<file path="src/rtl/instr_mem_pkg.sv">
// Shared types and memory-map constants for the boot-time instruction memory loader.
// Instruction memory is a 4 KiB byte array mapped at the CPU reset vector.
package instr_mem_pkg;

    typedef enum logic [2:0] {
        IDLE  = 3'd0,
        LEN   = 3'd1,
        LOAD  = 3'd2,
        CSUM  = 3'd3,
        DONE  = 3'd4,
        ERROR = 3'd5
    } loader_state_t;

    localparam logic [31:0] IMEM_BYTES = 32'h0000_1000;
    localparam logic [31:0] IMEM_BASE  = 32'hBFC0_0000;

endpackage

</file>
<file path="src/rtl/instr_mem_loader.sv">
// Byte-stream boot loader: 4-byte LE length, payload written to imem, 1-byte XOR trailer.
// Memory write lands 1 cycle after acceptance; s_ready is low outside LEN/LOAD/CSUM, never stalls within them.
module instr_mem_loader
    import instr_mem_pkg::*;
#(
    parameter int ADDRESS_WIDTH = 32,
    parameter int DATA_WIDTH    = 8,
    parameter int MEM_BYTES     = int'(IMEM_BYTES)
) (
    input  logic                     clk,
    input  logic                     rst_n,
    input  logic                     start,
    input  logic                     s_valid,
    input  logic [DATA_WIDTH-1:0]    s_data,
    output logic                     s_ready,
    output logic                     mem_we,
    output logic [ADDRESS_WIDTH-1:0] mem_addr,
    output logic [DATA_WIDTH-1:0]    mem_wdata,
    output logic                     cpu_stall,
    output logic                     done,
    output logic                     error,
    output logic [ADDRESS_WIDTH-1:0] byte_count
);

    loader_state_t              r_state;
    logic [31:0]                r_len;
    logic [1:0]                 r_len_idx;
    logic [DATA_WIDTH-1:0]      r_csum;
    logic [ADDRESS_WIDTH-1:0]   r_byte_count;
    logic                       r_mem_we;
    logic [ADDRESS_WIDTH-1:0]   r_mem_addr;
    logic [DATA_WIDTH-1:0]      r_mem_wdata;

    logic                       w_accept;
    logic                       w_rearm;
    logic [31:0]                w_len_full;
    logic [ADDRESS_WIDTH-1:0]   w_count_next;
    logic                       w_last_payload;

    assign s_ready   = (r_state == LEN) || (r_state == LOAD) || (r_state == CSUM);
    assign cpu_stall = (r_state != DONE);
    assign done      = (r_state == DONE);
    assign error     = (r_state == ERROR);

    assign mem_we     = r_mem_we;
    assign mem_addr   = r_mem_addr;
    assign mem_wdata  = r_mem_wdata;
    assign byte_count = r_byte_count;

    assign w_accept       = s_valid && s_ready;
    assign w_rearm        = start && ((r_state == IDLE) || (r_state == DONE) || (r_state == ERROR));
    // Fourth length byte is still on the bus when the length is judged.
    assign w_len_full     = {s_data[7:0], r_len[23:0]};
    assign w_count_next   = r_byte_count + 1'b1;
    assign w_last_payload = (32'(w_count_next) == r_len);

    // Length assembly, least significant byte first.
    always_ff @(posedge clk or negedge rst_n) begin
        if (!rst_n) begin
            r_len     <= '0;
            r_len_idx <= '0;
        end else if (w_rearm) begin
            r_len     <= '0;
            r_len_idx <= '0;
        end else if ((r_state == LEN) && w_accept) begin
            r_len[{r_len_idx, 3'b000} +: 8] <= s_data[7:0];
            r_len_idx                       <= r_len_idx + 2'd1;
        end
    end

    always_ff @(posedge clk or negedge rst_n) begin
        if (!rst_n) begin
            r_state      <= IDLE;
            r_csum       <= '0;
            r_byte_count <= '0;
            r_mem_we     <= 1'b0;
            r_mem_addr   <= '0;
            r_mem_wdata  <= '0;
        end else begin
            r_mem_we <= 1'b0;
            case (r_state)
                IDLE, DONE, ERROR: begin
                    if (start) begin
                        r_state      <= LEN;
                        r_csum       <= '0;
                        r_byte_count <= '0;
                    end
                end
                LEN: begin
                    if (w_accept && (r_len_idx == 2'd3)) begin
                        if (w_len_full == 32'd0) begin
                            r_state <= CSUM;
                        end else if (w_len_full > 32'(MEM_BYTES)) begin
                            r_state <= ERROR;
                        end else begin
                            r_state <= LOAD;
                        end
                    end
                end
                LOAD: begin
                    if (w_accept) begin
                        r_mem_we     <= 1'b1;
                        r_mem_addr   <= r_byte_count;
                        r_mem_wdata  <= s_data;
                        r_byte_count <= w_count_next;
                        r_csum       <= r_csum ^ s_data;
                        if (w_last_payload) begin
                            r_state <= CSUM;
                        end
                    end
                end
                CSUM: begin
                    if (w_accept) begin
                        r_state <= (s_data == r_csum) ? DONE : ERROR;
                    end
                end
                default: r_state <= IDLE;
            endcase
        end
    end

endmodule
</file>
<file path="config.mk">
export PLATFORM = sky130hd
export DESIGN_NAME = instr_mem_loader
export DESIGN_NICKNAME = d
export VERILOG_FILES = /design/src/rtl/instr_mem_pkg.sv /design/src/rtl/instr_mem_loader.sv
export SDC_FILE = /design/constraint.sdc
export NUM_CORES = 1
export LEC_CHECK = 0
export ABC_AREA = 1
export CORE_MARGIN = 2
export CORE_UTILIZATION = 55
export CTS_BUF_LIST = sky130_fd_sc_hd__clkbuf_2
export DETAILED_ROUTE_END_ITERATION = 10
export PLACE_DENSITY = 0.8
export SLEW_MARGIN = 20
export SYNTH_ARGS = -nofsm -noshare
export SYNTH_HDL_FRONTEND = slang
export SYNTH_SLANG_ARGS = --single-unit
</file>
<file path="constraint.sdc">
create_clock -name clk -period 2.5 [get_ports clk]
set_input_delay 0.75 -clock clk [delete_from_list [all_inputs] [get_ports clk]]
set_output_delay 0.75 -clock clk [all_outputs]
set_load 0.01 [all_outputs]
</file>
; ---- Word level (Yosys, flattened, before mapping)
; Cells that the tools add are included.
[totals]
regBits = 118
output_inout_bits = 77
word_cells = 67
[op_classes]
addsub = 3
n_lt_le_gt_ge = 1
n_eq_ne = 14
shift = 2
mux = 22
n_bitwise = 1
reduce_logical = 16
[op_table]
columns = op, count
row1 = two-way mux 32 bit, 4
row2 = one-hot mux 32 bit (2 select lines), 1
row3 = adder 32 x 1 -> 32 bit (second input constant), 1
row4 = bitwise mux 32 bit, 1
row5 = equality test 32 bit, 1
row6 = greater-than comparator 32 x 13 -> 1 bit (second input constant), 1
row7 = zero test 32 bit, 1
row8 = variable shift 8 x 7 -> 32 bit (first input constant), 1
row9 = indexed part select 8 x 7 -> 32 bit, 1
row10 = two-way mux 3 bit, 7
row11 = two-way mux 8 bit, 2
row12 = one-hot mux 8 bit (2 select lines), 1
row13 = one-hot mux 3 bit (4 select lines), 1
row14 = equality test 8 bit, 1
row15 = != test 2 bit (second input constant), 4
row16 = XOR 8 bit, 1
row17 = negation 5 -> 7 bit, 1
row18 = equality test 3 x 2 -> 1 bit (second input constant), 2
row19 = equality test 3 bit (second input constant), 2
row20 = AND reduction 5 bit, 1
row21 = logical AND 1 bit, 4
row22 = logical OR 1 bit, 4
row23 = two-way mux 2 bit, 2
row24 = nonzero test 2 bit, 2
row25 = 10 further kinds, 12

; ---- Depth between registers and ports, before layout
[depth]
ltp_word = 7
mapped_depth = 18
ltp_nobuf = 18

; ---- Worst setup path after synthesis
; No wires, ideal clock.
[synth_timing]
path_type = flip-flop to flip-flop
start = register r_byte_count[0], in the netlist byte_count[0]
end = register r_state[1]
setup_ps = 117
arrival_time_ps = 1973
t_required_ps = 2383
path_slack_ps = 411
stages_incl_launch_ff = 19
path_buffers = 0
period_less_slack_ps = 2089
path_cell_list = dfrtp_1 ha_1 nand2_2 nor2_8 nand2_4 nor2_4 nand2_1 nand2_1 nand2_1 nand2_1 nand2_1 nor2_1 nand2_1 nor2_1 nand3_1 nand2_2 nand2_1 nand2_1 nand2_1
[synth_between]
elab_chain_len = 4
[synth_lines]
columns = item, line
row1 = "start, declared", instr_mem_loader.sv:29  ; logic [ADDRESS_WIDTH-1:0] r_byte_count;
row2 = "start signal, assigned", instr_mem_loader.sv:105  ; r_byte_count <= w_count_next;
row3 = adder 32 x 1 -> 32 bit, instr_mem_loader.sv:54  ; assign w_count_next = r_byte_count + 1'b1;
row4 = equality test 32 bit, instr_mem_loader.sv:55  ; assign w_last_payload = (32'(w_count_next) == r_len);
row5 = != test 2 bit (no source line), --
row6 = AND reduction 5 bit (no source line), --
row7 = "end signal, assigned", instr_mem_loader.sv:114  ; r_state <= (s_data == r_csum) ? DONE : ERROR;
row8 = "end, declared", instr_mem_loader.sv:25  ; loader_state_t r_state;
; No other way between the ends.
; A chain may end at the register's enable or synchronous reset.

; ---- Worst setup path in the final report
[layout_timing]
start = register r_byte_count[27], in the netlist byte_count[27]
end = output byte_count[27]
[layout_rtl]
columns = item, line
row1 = "end, declared", instr_mem_loader.sv:22  ; output logic [ADDRESS_WIDTH-1:0] byte_count
; No word-level cell between the ends.

==> results.tsv <==
metric	value	unit
synthAdderAreaFrac	1.17	%
pre_cts_ws	49.0	ps
synth_top_family_by_area	simple AND/OR/NAND/NOR gates	
switchingPower	0.00169	W
fin_ws	73.9	ps
skew	22.1	ps
slowest_delay	540	ps
ys.warnings.count	0	
layout-drive-gt1-share	15.8	%
cp.required	1750	ps
crit_chain	clkdlybuf4s50_1	
wl	18.7	mm
post-route-period-util	97.0	%
clockPowerShare	29.0	%
ys_seq_area_share	45.9	%
synth_top_cell_by_area	dfrtp_1	
cts_tree	done	
ys_top_cells_by_area	dfrtp_1 46%, nand2_1 14%, nand3_1 7.4%	
finalMaxSlewViolations	0	
hold_violations	0	
synth.mux.area_fraction	0	%
drt-initial-drc-count	484	
max_slew_margin	65.7	%
seqPwrFrac	43.2	%
dr.pass1.iters	6	
grt_pass1_wl	30.5	mm
ys_ff_latch	118	
r2r-start	byte_count[1]	
clock-sinks	118	
setup_violations	0	
core	11400	um2
hpwlAfterDp	13.7	mm
worst_pin_slew	515	ps
leakagePower	3.95	nW
syn_nets	877	
synth_area	6430	um2
rows	39	
fin_hold_ws	327	ps
internal_power	0.00313	W
start_util	56.3	%
drv_cap	0	
io-pin-count	89	
crit_path_max_fanout	2	
critPathKind	reg -> out	
cp-end-kind	output port	
crit_path_start	byte_count[27]	
critPathTopFamily	buffers and inverters	
crit_buf_inv	1	
cts.path.max_buffers	2	
place_congestion	0.936	
grt_max_degree	78	
vias	6460	
yosys.area_share.simple	31.5	%
crit_path_top_delay_cell	clkdlybuf4s50_1	
synth_top_area_share	45.9	%
peakVddDrop	0.416	mV
synthArstFlopShare	100	%
postSynthCellCount	859	
nFillCells	953	
synth.most_common_cell	nand2_1	
num-nets-final	1033	
die-height	112	um
numCtsBuffers	17	
die_w	112	um
ys_top_cells_by_count	238 x nand2_1, 118 x dfrtp_1, 116 x inv_1, 95 x nand3_1, 72 x nor2_1	
avgSynthCellArea	7.49	um2
first_global_vias	6119	
htreeDepth	4	
path_clk_slew	180	ps
wl_per_cell	16.0	um
fmaxAchievable	412	MHz
rsz0062_at_grt	true	
drc	0	
p_per_area	575	nW/um2
synth_xor_area_share	1.91	%
power_frac_comb	27.9	%
area_growth	30.2	%
p_sw_share	35.0	%
ys_types	32	
die_area	12600	um2
fin_crit	2430	ps
antenna_left	0	
overflow	0	
n_antenna_cell	0	
hp-class	in -> async	
clk_latency	720	ps
synth_compound_area_share	11.4	%
via_per_inst	5.52	
run_status	complete, no violations	
arrival	1680	ps
synthFlopType	dfrtp_1	
clockRootBuffer	clkbuf_2	
critPathLaunchType	register	
antenna_found_initial	0	
synth_edf_count	0	
rrSetupSlack	130	ps
grt_usage	30.9	%
io_buffer_count	88	
tns	0	ps
## final timing paths
| path | depth (start not counted) | to |
|---|---|---|
| worst min-delay path | 2 | mem_wdata[4] |
| worst min register to register | 2 | mem_addr[8] |
| min in group clk | 2 | mem_addr[8] |
| worst max-delay path | 1 | byte_count[27] |
| worst max register to register | 17 | r_state[2] |
| max in group asynchronous | 3 | r_state[1] |
## kinds of logic after synthesis
kind of cell               count (synthesis)
AOI/OAI and AO/OA                        126
xor gates and xnor gates                  14
adders and majority gates                  6
buffers and inverters                    138
DFF                                      118
and+or+nand+nor                          457
## layout make-up
cell class                 count  area [um2]  share of cell area, %
sequential                   118        2960                   35.4
multi-input combinational    603        3080                   36.8
tap                          143         179                   2.14
timing repair buffer         154        1420                   17.0
inverter                     121         457                   5.45
clock buffer                  17        85.1                   1.02
clock inverter                15         186                   2.23
## layout by cell type (no fill, tap or decap), types with 3 or more instances in the layout
cell and n:
nand2_1 234, inv_1 115, dfrtp_1 109, nand3_1 94, clkdlybuf4s50_1 74, buf_4 61
nor2_1 58, o21ai_0 55, o22ai_1 44, nand4_1 18, clkbuf_2 17, nor2_2 15
nor2_4 12, o32ai_1 11, o21ai_1 10, nand2_2 10, xnor2_1 9, dfrtp_2 9
dlygate4sd2_1 7, xor2_1 5, ha_1 5, clkinv_2 5, clkinvlp_4 5, buf_12 5
inv_2 4, bufinv_16 4, nor3_1 3, nor4_1 3, nand2_4 3, dlymetal6s2s_1 3
buf_2 3
## state kept, by name, summed over array words and instances (netlist names)
name	count
byte_count	32
r_len_idx	2
mem_we	1
mem_addr	32
r_len	32
r_csum	8
r_state	3
mem_wdata	8
## metal layers
metal | GRT usage [%] | part of all wire [%] | vias to the layer above
met4 | 12.6 | 3.1 | 0
met2 | 47.9 | 46 | 279
met1 | 42.4 | 43 | 2998
met5 | 0 | 0 | -
met3 | 6.91 | 8.3 | 46
li1 | - | - | 3137
## stage by stage
step	std cells	util (%)	power [W]	instance area [um2]
after CTS	1169	72.2	0.00483	8250
after global routing	1171	73.4	0.00509	8380
after floorplan	859	-	0.00288	6430
after detailed placement	1107	67.9	0.00345	7750
final	1171	73.4	0.00482	8380
after global placement	1107	67.9	0.00344	7750
## power groups by stage
| stage | Clock [W] | Combinational, W | Sequential [W] |
|---|---|---|---|
| floorplan | 0 | 0.000755 | 0.00213 |
| finish | 0.00140 | 0.00134 | 0.00208 |
| global placement | 0 | 0.00132 | 0.00212 |
| CTS | 0.00141 | 0.00134 | 0.00208 |
| global route | 0.00150 | 0.00149 | 0.00210 |
| detailed placement | 0 | 0.00132 | 0.00212 |
## what timing repair did
action                                 CTS  global route
hold buffers                             1             0
pin swaps                                2            11
endpoints found under the hold margin   47             0
setup endpoints to repair               33             5
buffers inserted                        29             2
gates resized for setup                 30            33
(Power assumes the default switching activity.)
